File: src/rtl/note_lane_scroller.sv
// -----------------------------------------------------------------------------
// note_lane_scroller
//
// Owns the falling notes of one guitar lane. Notes are spawned at y = 0,
// advanced by SPEED pixels once per video frame, and retired either by the
// scoring logic (hit_pop) or automatically once the head note reaches
// SCREEN_H (miss). The oldest note's y is presented to the downstream
// intersect comparator, and the renderer can read any live note by index.
//
// Optional feature macro: MISS_COUNTER_EN
//   defined   -> miss_count is a saturating 16-bit count of miss pulses
//   undefined -> miss_count is tied to 0
//
// Parameters
//   SLOTS     note buffer depth (power of two, >= 2)
//   SCREEN_H  y value at which a note is off-screen
//   SPEED     pixels added to every live note per frame (1..15)
//
// Ports
//   clock, resetn             clock, asynchronous active-low reset
//   frame_tick                one-cycle pulse per video frame
//   spawn_valid/spawn_ready   new-note handshake from the chart sequencer
//   hit_pop/hit_ready         head retirement handshake from scoring
//   head_valid, head_y        oldest note (head_y = 0 when empty)
//   rd_idx, rd_valid, rd_y    render read port, index counted from head
//   miss                      one-cycle pulse per auto-retired note
//   count                     number of live notes
//   tick_overrun              sticky, set when a frame_tick is dropped
//   miss_count                saturating miss counter (see macro above)
// -----------------------------------------------------------------------------
module note_lane_scroller #(
  parameter int SLOTS    = 8,
  parameter int SCREEN_H = 480,
  parameter int SPEED    = 2
) (
  input  logic                     clock,
  input  logic                     resetn,
  input  logic                     frame_tick,
  input  logic                     spawn_valid,
  output logic                     spawn_ready,
  input  logic                     hit_pop,
  output logic                     hit_ready,
  output logic                     head_valid,
  output logic [31:0]              head_y,
  input  logic [$clog2(SLOTS)-1:0] rd_idx,
  output logic                     rd_valid,
  output logic [31:0]              rd_y,
  output logic                     miss,
  output logic [$clog2(SLOTS):0]   count,
  output logic                     tick_overrun,
  output logic [15:0]              miss_count
);

  localparam int IW = $clog2(SLOTS);
  localparam int CW = IW + 1;

  typedef enum logic [1:0] {
    IDLE  = 2'd0,
    SWEEP = 2'd1,
    CHECK = 2'd2
  } state_t;

  state_t          state_q, state_d;
  logic [IW-1:0]   head_q, tail_q, idx_q;
  logic [CW-1:0]   count_q;
  logic            pending_q, overrun_q, miss_q;
  logic [9:0]      y_mem [SLOTS];

  // Control strobes produced by the FSM decode.
  logic            spawn_fire, pop_fire, retire, sweep_en;

  // Head / sweep / render-path helpers.
  logic [9:0]      head_slot_y;
  logic            head_over;
  logic [IW-1:0]   sweep_off;
  logic            sweep_live;
  logic [10:0]     sweep_sum;
  logic [9:0]      sweep_y;
  logic [IW-1:0]   rd_ptr;

  assign head_slot_y = y_mem[head_q];
  assign head_over   = ({22'd0, head_slot_y} >= 32'(SCREEN_H));

  // A physical slot is live when its distance from head is below count;
  // count == SLOTS makes every slot live.
  assign sweep_off  = idx_q - head_q;
  assign sweep_live = ({1'b0, sweep_off} < count_q);
  assign sweep_sum  = {1'b0, y_mem[idx_q]} + 11'(SPEED);
  assign sweep_y    = sweep_sum[10] ? 10'h3FF : sweep_sum[9:0];

  // ---------------------------------------------------------------------------
  // FSM: state register
  // ---------------------------------------------------------------------------
  // NOTE: sequential state uses non-blocking (<=) so every register samples
  // pre-edge values; blocking here would create order-dependent races.
  always_ff @(posedge clock or negedge resetn) begin
    if (!resetn) state_q <= IDLE;
    else         state_q <= state_d;
  end

  // ---------------------------------------------------------------------------
  // FSM: next state and handshake decode
  // ---------------------------------------------------------------------------
  // NOTE: every output of this block is given a default first so that no path
  // through the case leaves a signal unassigned, which would infer a latch.
  always_comb begin
    state_d     = state_q;
    spawn_ready = 1'b0;
    hit_ready   = 1'b0;
    spawn_fire  = 1'b0;
    pop_fire    = 1'b0;
    retire      = 1'b0;
    sweep_en    = 1'b0;
    unique case (state_q)
      IDLE: begin
        spawn_ready = (count_q < CW'(SLOTS));
        hit_ready   = (count_q != '0);
        spawn_fire  = spawn_valid & spawn_ready;
        pop_fire    = hit_pop & hit_ready;
        if (frame_tick || pending_q) state_d = SWEEP;
      end
      SWEEP: begin
        sweep_en = 1'b1;
        if (idx_q == IW'(SLOTS - 1)) state_d = CHECK;
      end
      CHECK: begin
        // Retire one off-screen head per cycle until the head is on-screen.
        if ((count_q != '0) && head_over) retire = 1'b1;
        else                              state_d = IDLE;
      end
      default: state_d = IDLE;
    endcase
  end

  // ---------------------------------------------------------------------------
  // Pointers, count, sweep index, tick bookkeeping, miss pulse
  // ---------------------------------------------------------------------------
  always_ff @(posedge clock or negedge resetn) begin
    if (!resetn) begin
      head_q    <= '0;
      tail_q    <= '0;
      count_q   <= '0;
      idx_q     <= '0;
      pending_q <= 1'b0;
      overrun_q <= 1'b0;
      miss_q    <= 1'b0;
    end else begin
      if (spawn_fire)          tail_q <= tail_q + 1'b1;
      if (pop_fire || retire)  head_q <= head_q + 1'b1;

      unique case ({spawn_fire, pop_fire | retire})
        2'b10:   count_q <= count_q + 1'b1;
        2'b01:   count_q <= count_q - 1'b1;
        default: count_q <= count_q;
      endcase

      // Index runs 0..SLOTS-1 during SWEEP and wraps back to 0 naturally.
      if (state_q == SWEEP) idx_q <= idx_q + 1'b1;
      else                  idx_q <= '0;

      if (state_q == IDLE) begin
        // Entering SWEEP consumes one tick; a fresh tick arriving together
        // with a pending one stays queued rather than being lost.
        pending_q <= pending_q & frame_tick;
      end else if (frame_tick) begin
        if (pending_q) overrun_q <= 1'b1;
        else           pending_q <= 1'b1;
      end

      miss_q <= retire;
    end
  end

  // ---------------------------------------------------------------------------
  // Note y storage
  // ---------------------------------------------------------------------------
  // NOTE: the y store is reset explicitly because a reset mid-SWEEP must leave
  // no partially advanced slot behind; this keeps it in flops, not RAM.
  always_ff @(posedge clock or negedge resetn) begin
    if (!resetn) begin
      for (int s = 0; s < SLOTS; s++) y_mem[s] <= '0;
    end else begin
      if (spawn_fire)              y_mem[tail_q] <= '0;
      if (sweep_en && sweep_live)  y_mem[idx_q]  <= sweep_y;
    end
  end

  // ---------------------------------------------------------------------------
  // Outputs
  // ---------------------------------------------------------------------------
  assign rd_ptr       = head_q + rd_idx;
  assign rd_valid     = ({1'b0, rd_idx} < count_q);
  assign rd_y         = rd_valid ? {22'd0, y_mem[rd_ptr]} : 32'd0;
  assign head_valid   = (count_q != '0);
  assign head_y       = head_valid ? {22'd0, head_slot_y} : 32'd0;
  assign count        = count_q;
  assign miss         = miss_q;
  assign tick_overrun = overrun_q;

`ifdef MISS_COUNTER_EN
  logic [15:0] miss_cnt_q;

  always_ff @(posedge clock or negedge resetn) begin
    if (!resetn)                              miss_cnt_q <= '0;
    else if (miss_q && (miss_cnt_q != 16'hFFFF)) miss_cnt_q <= miss_cnt_q + 1'b1;
  end

  assign miss_count = miss_cnt_q;
`else
  assign miss_count = 16'd0;
`endif

endmodule

File: config.mk
export PLATFORM = sky130hd
export DESIGN_NAME = note_lane_scroller
export DESIGN_NICKNAME = d
export VERILOG_FILES = /design/src/rtl/note_lane_scroller.sv
export SDC_FILE = /design/constraint.sdc
export NUM_CORES = 1
export LEC_CHECK = 0
export BUFFER_PORTS_ARGS = -buffer_cell sky130_fd_sc_hd__clkbuf_2
export CAP_MARGIN = 10
export CORE_MARGIN = 3
export CORE_UTILIZATION = 58
export DETAILED_ROUTE_END_ITERATION = 6
export GPL_ROUTABILITY_DRIVEN = 1
export GPL_TIMING_DRIVEN = 0
export PLACE_DENSITY = 0.91
export SYNTH_ARGS = -nofsm -noshare
export SYNTH_HDL_FRONTEND = slang
export SYNTH_SLANG_ARGS = --single-unit
File: constraint.sdc
create_clock -name clock -period 4.4 [get_ports clock]
set_clock_uncertainty 0.1 [all_clocks]
set_input_delay 0.88 -clock clock [delete_from_list [all_inputs] [get_ports clock]]
set_output_delay 0.88 -clock clock [all_outputs]
set_load 0.005 [all_outputs]
==> results of run 1 <==
==> what timing repair did <==
action / CTS / global route
hold buffers: 0 / 0
endpoints found under the setup margin: 90 / 64
buffers inserted: 0 / 2
gates resized for setup: 6 / 4
pin swaps: 0 / 1
==> registers in the layout (all words and copies together), names as in the netlist <==
register and cells:
count 4, head_q 3, idx_q 3, miss 1, pending_q 1, state_q 2
tail_q 3, tick_overrun 1, y_mem 80
==> power groups by stage <==
stage	Combinational, mW	Clock (mW)	Sequential (mW)
6_report	4.54	0.835	1.81
5_1_grt	4.83	0.858	1.85
4_1_cts	4.35	0.823	1.77
3_5_place_dp	4.29	0	1.78
3_3_place_gp	4.11	0	1.73
2_1_floorplan	3.06	0	1.63
==> cells in the final DEF, fill, tap and decap left out, types with 9 or more instances in the layout <==
cell type and n:
nor2_1 32, inv_1 16, clkbuf_1 25, nand2_1 20, buf_4 66, o21ai_0 71, conb_1 60, mux4_2 51
mux2i_1 31, dfrtp_1 98, o31ai_1 17, nand3_1 86, clkbuf_16 9, clkbuf_2 38, ha_1 14
==> metal layers <==
| layer | routed length [um] | GRT usage |
|---|---|---|
| met5 | 0 | 0 |
| met1 | 7250 | 0.417 |
| met3 | 3290 | 0.130 |
| met4 | 1650 | 0.222 |
| met2 | 9710 | 0.508 |
==> logic make-up after synthesis <==
family	Yosys count
compound gates	130
buf+inv	118
fa+ha+maj	17
simple gates	175
flops	98
xor+xnor	14
mux	88
other cells	1
==> worst max path at each step <==
stage	end	slack (ps)	depth (start not counted)
finish	rd_y[8]	-10	8
global route	y_mem[25]	-50	16
CTS	rd_y[4]	50	10
detailed placement	rd_y[4]	-550	10
global placement	rd_y[4]	-530	10
floorplan	rd_y[3]	560	8
==> metrics by stage <==
step / utilization / instance area, sq um
after global placement: 0.659 / 7330
after global routing: 0.693 / 7710
after CTS: 0.690 / 7680
after floorplan: - / 6970
final: 0.693 / 7710
after detailed placement: 0.662 / 7360
==> layout make-up <==
type	instances	area, sq um	area share
repair buffers	40	230	0.0299
plain buffers	100	632	0.0820
clock inverters	2	35.0	0.00455
inverters	17	63.8	0.00828
clock buffers	13	270	0.0351
well taps	140	175	0.0227
flip-flops and latches	98	2450	0.318
multi-input cells	484	3850	0.499
==> results.md, run 1 <==
* Non-filler cells, final at 894
* Cell count after placement at 878
* Status: finished, violations left
* WP data arrival at 3430 ps
* Worst-Skew Late Latency at 360 ps
* CTS Buf Count at 9
* Setup ws final at -13.2 ps
* DRT Wirelength at 21900 um
* Place WS at -553 ps
* WS Path Type: primary input to output pin
* Max-capacitance violation count at 0
* Slew Limit Fails at 0
* Buffers on Ports at 37
* Internal power at 3.72 mW
* Comb pwr share at 0.632
* Bufs and invs on worst path at 3
* Top-count cell post-synth: dfrtp_1
* Reg2Reg Depth at 15
* Area contributors post-synth: dfrtp_1 (36%), mux4_2 (17%), buf_4 (7.1%)
* Via/cell ratio at 6.82
* Switching Power at 3.46 mW
* Hold Slack at 378 ps
* CP max stage cell: fa_1
* Minimum clock period at 4410 ps
* Overall power at 7.19 mW
* CP dominant cell by count: clkbuf_2
* Fraction of post-synthesis cell area in the top cell type by area at 0.363
* Antenna Cells at 0
* Reg2Reg Setup Slack at 0 ps
* Synthesized area at 6750 sq um
* # DRC at 0
* Via Count at 6098
* Hold Crit Endpoint: tick_overrun
* Share of layout cells above drive strength 1 at 0.263
* Seq/Total Area, Yosys at 0.363
* CP max stage delay at 910 ps
* Post-DRT Antenna Nets at 0
* Mapped Cells at 641
* Initial antenna violation count at 0
* Clock Tree Buf Depth at 2
* Total negative slack at -17.3 ps
* First-pass GRT wire length at 33300 um
* Die Y-Extent at 114 um
* Synth-to-layout area growth at 14.1%
* Sequential share of power at 0.252
* Largest family of logic cells by synthesized area: multiplexers
* Vias in the first global route at 6071
* DRT Pass-1 Iters at 6
* Clk sinks at 98
* Failing checks: negative setup slack
* Leakage dissipation at 3.57 nW
* Hold depth at 1
* Largest area contributor in the netlist: dfrtp_1
* # fillers at 843
* FFs w/ async S/R, synth at 1.00
* Drt wl/cell at 24.5 um
* Final hold violation count at 0
* Syn avg cell area at 10.5 sq um
* Reg2reg start: idx_q[0]
* PD cells at 933 nW/um^2
* Worst path cell trace: clkbuf_2, ha_1, fa_1, clkbuf_2, mux4_2, mux2i_1, nor2_1, clkbuf_2
* Worst Hold Launch: tick_overrun
* VDD IR-drop max at 0.577 mV
* DRT iter0 DRCs at 865
* Clock share of power at 0.116
* Io pins at 98
* CP startpoint kind: primary input
* Initial Util at 0.607
* Crit. Startpoint: rd_idx[0]
* Post-synth EDFFs at 0
* Post-synthesis adder-cell area fraction at 0.0348
* Dpl hpwl at 14200 um
* Post-synthesis xor/xnor area fraction at 0.0182
* Count of state elements after synthesis at 98
* Post-Synth Simple-Gate Area at 0.131
* Yosys Warn Count at 0
* Top FF cell, synth: dfrtp_1
* Clk slew on worst S/H paths at 60 ps
* FMAX at 0.227 GHz
* Nets at 775
* Worst reg2reg path endpoint: y_mem[41]
* Die ar. at 13000 sq um
* Fin crit share at 1.00
* Worst-Margin Slew at 1100 ps
* CTS tree: yes
* Gpl congestion at 0.986
* CP max FO at 10
* Core area at 11100 sq um
* Final Setup Violations at 3
* Worst hold path class: flip-flop to flip-flop
* Total grt overflow at 0
* Post-synthesis mux area share at 0.226
* Synth cell count leaders: dfrtp_1 (98), nand3_1 (86), o21ai_0 (71)
* Crit end category: output pin
* Sw Share at 0.482
* CTS root buf: clkbuf_16
* Largest net degree at the start of global routing at 66
* Die W at 114 um
* Worst path top cell family by delay: adder cells
* H-tree depth at 3
* Slew headroom at 0.268
* Synth cell types at 58
* Worst EP required at 3420 ps
* Row count at 38
* Tot GR Track Use at 0.342
* Synth Area in Compound Gates at 0.124
No activity file was read; power rests on OpenSTA's default activity.
==> inputs of run 2 (changes only) <==
ABC_AREA = 1   (was default)
CORE_UTILIZATION = 59   (was 58)
==> results.md, run 2 <==
* Status: complete, no violations
* Minimum clock period at 4300 ps (-117 ps)
* Register area at 2450 sq um (unchanged)
* Seq/Total Area, Yosys at 0.328 (-0.0353)
* CTS root buf: clkbuf_16
* Via Count at 8166 (+34%)
* Hold Slack at 408 ps (+29.9 ps)
* Initial antenna violation count at 0 (unchanged)
* Sequential share of power at 0.221 (-0.031)
* Top-count cell post-synth: nand2_1
* Io pins at 98 (unchanged)
* Setup ws final at 104 ps (+117 ps)
* Clock share of power at 0.110 (-0.006)
* Die W at 119 um (+4.1%)
* Slew Limit Fails at 0 (unchanged)
* Via/cell ratio at 5.76 (-16%)
* Core area at 12200 sq um (+9.8%)
* Overall power at 8.15 mW (+13%)
* Post-synth EDFFs at 0 (unchanged)
* Max-capacitance violation count at 0 (unchanged)
* Place WS at 73.3 ps (+626 ps)
* FMAX at 0.233 GHz (+2.7%)
* Tot GR Track Use at 0.368 (+0.0266)
* Switching Power at 4.58 mW (+32%)
* Nets at 1270 (+64%)
* Largest net degree at the start of global routing at 53 (-20%)
* Final hold violation count at 0 (unchanged)
* Synth cell types at 38 (-34%)
* DRT iter0 DRCs at 1256 (+45%)
* Sw Share at 0.561 (+0.0794)
* Max FFs per register at 80 (unchanged)
* WP data arrival at 3320 ps (-110 ps)
* Final Setup Violations at 0 (-3)
* Clock Tree Buf Depth at 2 (unchanged)
* Multi-input gate area at 4090 sq um (+6.2%)
* Top reg by flops: y_mem
* Comb pwr share at 0.669 (+0.037)
* Worst-Skew Late Latency at 370 ps (about the same)
* Row count at 40 (+5.3%)
* DRT Pass-1 Iters at 6 (unchanged)
* Synth-to-layout area growth at 13.2%
* First-pass GRT wire length at 40400 um (+21%)
* Initial Util at 0.612 (+0.00546)
* Count of state elements after synthesis at 98 (unchanged)
* Drt wl/cell at 18.2 um (-26%)
* Total negative slack at 0 ps (+17.3 ps)
* Leakage dissipation at 4.58 nW (+28%)
* Worst EP required at 3420 ps (about the same)
* PD cells at 964 nW/um^2 (+3.3%)
* Crit end category: output pin
* Clk sinks at 98 (unchanged)
* Worst-Margin Slew at 783 ps (-315 ps)
* Largest area contributor in the netlist: dfrtp_1
* Antenna Cells at 0 (unchanged)
* CP startpoint kind: primary input
* Die ar. at 14100 sq um (+8.4%)
* Synthesized area at 7480 sq um (+11%)
* Mapped Cells at 1137 (+77%)
* FFs w/ async S/R, synth at 1.00 (unchanged)
* # DRC at 0 (unchanged)
* Buffers on Ports at 37 (unchanged)
* H-tree depth at 3 (unchanged)
* Area contributors post-synth: dfrtp_1 (33%), nand2_1 (19%), nand3_1 (8.4%)
* CTS hold repair buffers at 0 (unchanged)
* WS Path Type: primary input to output pin
* Cell count after placement at 1402 (+60%)
* # fillers at 1093 (+30%)
* Commonest cells after routing, fill and taps aside: nand2_1 (376), nand3_1 (126), inv_1 (98), dfrtp_1 (98), o21ai_0 (86)
* Dpl hpwl at 19200 um (+35%)
* Syn avg cell area at 6.58 sq um (-38%)
* Internal power at 3.58 mW (-3.9%)
* Yosys Warn Count at 0 (unchanged)
* Total grt overflow at 0 (unchanged)
* Clk slew on worst S/H paths at 70 ps (about the same)
* Post-DRT Antenna Nets at 0 (unchanged)
* CP max FO at 10 (unchanged)
* RSZ-0062 raised after global routing: false
* Share of layout cells above drive strength 1 at 0.134 (-0.129)
* Non-filler cells, final at 1418 (+59%)
* VDD IR-drop max at 0.584 mV (+1.3%)
* CTS Buf Count at 9 (unchanged)
* Fraction of post-synthesis cell area in the top cell type by area at 0.328 (-0.0353)
* Slew headroom at 0.478 (+0.210)
* Worst hold path class: flip-flop to flip-flop
* Vias in the first global route at 7602 (+25%)
* Top FF cell, synth: dfrtp_1
* Die Y-Extent at 119 um (+4.1%)
* Gpl congestion at 1.08 (+9.6%)
* Commonest non-fill, non-tap cell in the layout: nand2_1
* CTS tree: yes
* Synth cell count leaders: nand2_1 (376), nand3_1 (126), dfrtp_1 (98), inv_1 (98), o21ai_0 (86)
* DRT Wirelength at 25800 um (+18%)
* Fin crit share at 0.976 (-0.0267)
## run 2: cells by family (layout without fill, tap and decap cells)
kind of cell | after synthesis | in the layout | synth area share
AO/OA/AOI/OAI | 189 | 189 | 0.135
XOR/XNOR | 9 | 9 | 0.0105
adder cells (fa/ha/maj) | 17 | 17 | 0.0315
buffers and inverters | 235 | 289 | 0.155
flip-flops | 98 | 98 | 0.328
other | 1 | 60 | 0.000502
AND/OR/NAND/NOR | 588 | 588 | 0.339
## run 2: what timing repair did
action,CTS,global route
resized for setup,0,6
endpoints found under the hold margin,0,0
buffers inserted,0,0
endpoints found under the setup margin,0,30
## run 2: stage by stage
step,util,cell area [sq um]
finish,0.693,8460
global route,0.693,8460
CTS,0.692,8450
detailed placement,0.665,8120
global placement,0.663,8090
floorplan,-,7700
## run 2: final timing paths
path / cells after the start / slack [ps] / to / startpoint
setup / recovery: 10 / 100 / rd_y[3] / rd_idx[0]
hold / removal: 2 / 410 / y_mem[24] / y_mem[24]
setup reg to reg: 14 / 220 / y_mem[1] / head_q[1]
hold reg to reg: 2 / 410 / y_mem[24] / y_mem[24]
max in group asynchronous: 2 / 3020 / y_mem[70] / resetn
min in group asynchronous: 1 / 480 / count[1] / resetn
## run 2: power groups by stage
stage	registers [mW]	logic (mW)	clock network, mW
after floorplan	1.63	3.59	0
after global placement	1.78	5.09	0
after detailed placement	1.79	5.21	0
after CTS	1.77	5.24	0.891
after global routing	1.83	5.97	0.927
final	1.80	5.46	0.895
## run 2: cell type report
| class | instances | share of cell area |
|---|---|---|
| inverter | 128 | 0.0572 |
| sequential | 98 | 0.290 |
| timing repair buffer | 38 | 0.0254 |
| multi-input combinational | 863 | 0.483 |
| clock buffer | 11 | 0.0287 |
| clock inverter | 5 | 0.0101 |
| tap | 168 | 0.0248 |
| buffer | 107 | 0.0807 |
## run 2: routing by layer
metal / track usage / part of all wire / up-vias
met5: 0 / 0 / -
met4: 0.183 / 0.048 / 0
met3: 0.0919 / 0.13 / 99
met2: 0.571 / 0.44 / 606
met1: 0.479 / 0.38 / 3727
li1: - / - / 3734
## run 2: critical path, stage by stage
cell and delay [ps]:
clkbuf_2 100, ha_1 210, fa_2 540, clkinvlp_4 210, clkbuf_1 620, a21oi_1 60
o21ai_0 130, nand3_1 120, a21oi_1 280, clkbuf_2 160
==> inputs of run 3 (changes only) <==
CORE_MARGIN = 1.5   (was 3)
clock period = 4 ns   (was 4.4 ns; I/O delays follow)
==> results.md, run 3 (synthesis results as in run 2) <==
* CTS root buf: clkbuf_16
* Worst hold path class: primary input to async pin
* Status: complete, no violations
* Sw Share at 0.567 (+0.00538)
* Max-capacitance violation count at 0 (unchanged)
* Die Y-Extent at 116 um (-2.5%)
* Final Setup Violations at 0 (unchanged)
* Hold Slack at 376 ps (-32.1 ps)
* Buffers on Ports at 37 (unchanged)
* Minimum clock period at 3860 ps
* Leakage dissipation at 4.58 nW (about the same)
* Dpl hpwl at 19000 um (-1.1%)
* PD cells at 1050 nW/um^2 (+8.6%)
* DRT Pass-1 Iters at 6 (unchanged)
* Fin crit share at 0.966
* Worst-Margin Slew at 715 ps (-68.1 ps)
* Place WS at -254 ps (-327 ps)
* Largest net degree at the start of global routing at 58 (+9.4%)
* Initial antenna violation count at 0 (unchanged)
* DRT Wirelength at 25400 um (-1.8%)
* Commonest cells after routing, fill and taps aside: nand2_1 (375), nand3_1 (125), inv_1 (98), dfrtp_1 (98), o21ai_0 (86)
* Post-DRT Antenna Nets at 0 (unchanged)
* Setup ws final at 136 ps (+32.0 ps)
* Row count at 40 (unchanged)
* CTS Buf Count at 9 (unchanged)
* Vias in the first global route at 7531 (-0.93%)
* Crit. Startpoint: rd_idx[0]
* Post-CTS Setup Inserts at 0 (unchanged)
* WP data arrival at 2960 ps (-360 ps)
* DRT iter0 DRCs at 1025 (-18%)
* FMAX at 0.259 GHz
* Die W at 116 um (-2.5%)
* First-pass GRT wire length at 39900 um (-1.1%)
* Clk sinks at 98 (unchanged)
* Crit end category: output pin
* Max FFs per register at 80 (unchanged)
* Final hold violation count at 0 (unchanged)
* WS Path Type: primary input to output pin
* Layout Utilization at 0.692 (-0.00106)
* Io pins at 98 (unchanged)
* H-tree depth at 3 (unchanged)
* Gpl congestion at 1.06 (-2.0%)
* Via/cell ratio at 5.73 (-0.58%)
* Tot GR Track Use at 0.398 (+0.0301)
* Antenna Cells at 0 (unchanged)
* # DRC at 0 (unchanged)
* VDD IR-drop max at 0.599 mV (+2.4%)
* Reg2Reg Setup Slack at 200 ps (-20 ps)
* Area post-placement at 8120 sq um (unchanged)
* Slew Limit Fails at 0 (unchanged)
* Synth-to-layout area growth at 12.5%
* Nets at 1269 (-0.079%)
* Clk slew on worst S/H paths at 70 ps (about the same)
* CP startpoint kind: primary input
* Reg2reg start: head_q[1]
* Top reg by flops: y_mem
* Final Cell Area at 8410 sq um (-0.56%)
* Via Count at 8113 (-0.65%)
* Total grt overflow at 0 (unchanged)
* Core area at 12200 sq um (-0.41%)
* Share of layout cells above drive strength 1 at 0.138 (+0.00411)
* Worst-Skew Late Latency at 360 ps (about the same)
* Clock share of power at 0.095 (-0.015)
* Slew headroom at 0.523 (+0.0454)
* Clock Tree Buf Depth at 2 (unchanged)
* Internal power at 3.82 mW (+6.7%)
* Sequential share of power at 0.224 (+0.003)
* Drt wl/cell at 17.9 um (-1.7%)
* Comb pwr share at 0.680 (+0.011)
* Worst EP required at 3100 ps (-320 ps)
* Overall power at 8.81 mW (+8.0%)
* Switching Power at 4.99 mW (+9.1%)
* Commonest non-fill, non-tap cell in the layout: nand2_1
* CP max FO at 10 (unchanged)
* Initial Util at 0.615 (+0.00252)
* CTS tree: yes
* Die ar. at 13400 sq um (-5.0%)
## run 3: cell count changes in the layout (fill, tap and decap cells not counted), sizes merged
cell	previous run	this run
clkinv	16	17
buf	76	77
clkbuf	80	79
bufinv	2	0
clkinvlp	2	1
inv	113	114
## run 3: final cells by class
class | instances | area, sq um
repair buffers | 38 | 215
fillers | 1097 | 3750
clock inverters | 4 | 26.3
plain buffers | 106 | 684
flip-flops and latches | 98 | 2450
multi-input cells | 863 | 4100
well taps | 168 | 210
inverters | 128 | 483
clock buffers | 12 | 246
## run 3: metrics by stage
stage          setup TNS, ps  cells
2_1_floorplan              0   1196
3_3_place_gp           -3870   1401
5_1_grt                -25.1   1417
4_1_cts                    0   1418
6_report                   0   1417
3_5_place_dp           -5030   1402
## run 3: per-layer routing
metal / GRT usage / vias up / share of wire
met5: 0 / - / 0
met4: 0.188 / 0 / 0.047
met3: 0.0664 / 90 / 0.11
met2: 0.635 / 556 / 0.45
met1: 0.531 / 3739 / 0.39
li1: - / 3728 / -
## run 3: final timing paths
check | endpoint | cells after the start
min reg2reg | tick_overrun | 1
min in group clock | tick_overrun | 1
max reg2reg | y_mem[1] | 15
max | rd_y[8] | 11
min | count[0] | 1
max in group asynchronous | y_mem[42] | 2
## run 3: repair_timing
item,4_1_cts,5_1_grt
hold buffers,0,0
setup endpoints to repair,71,84
gates resized for setup,6,8
## run 3: worst max-delay path: stages
cell and delay, ps:
clkbuf_2 100, ha_1 210, fa_2 680, inv_4 120, buf_2 220, a21oi_1 140, o21ai_0 90, nand2_1 90
nand2_1 50, a21oi_1 290, clkbuf_2 170
## run 3: power by group through the flow
stage          sequential [mW]  clock (mW)  combinational (mW)
2_1_floorplan             1.80           0                3.95
3_3_place_gp              1.95           0                5.56
3_5_place_dp              1.97           0                5.70
4_1_cts                   1.96       0.831                5.76
5_1_grt                   2.02       0.885                6.56
6_report                  1.98       0.837                5.99
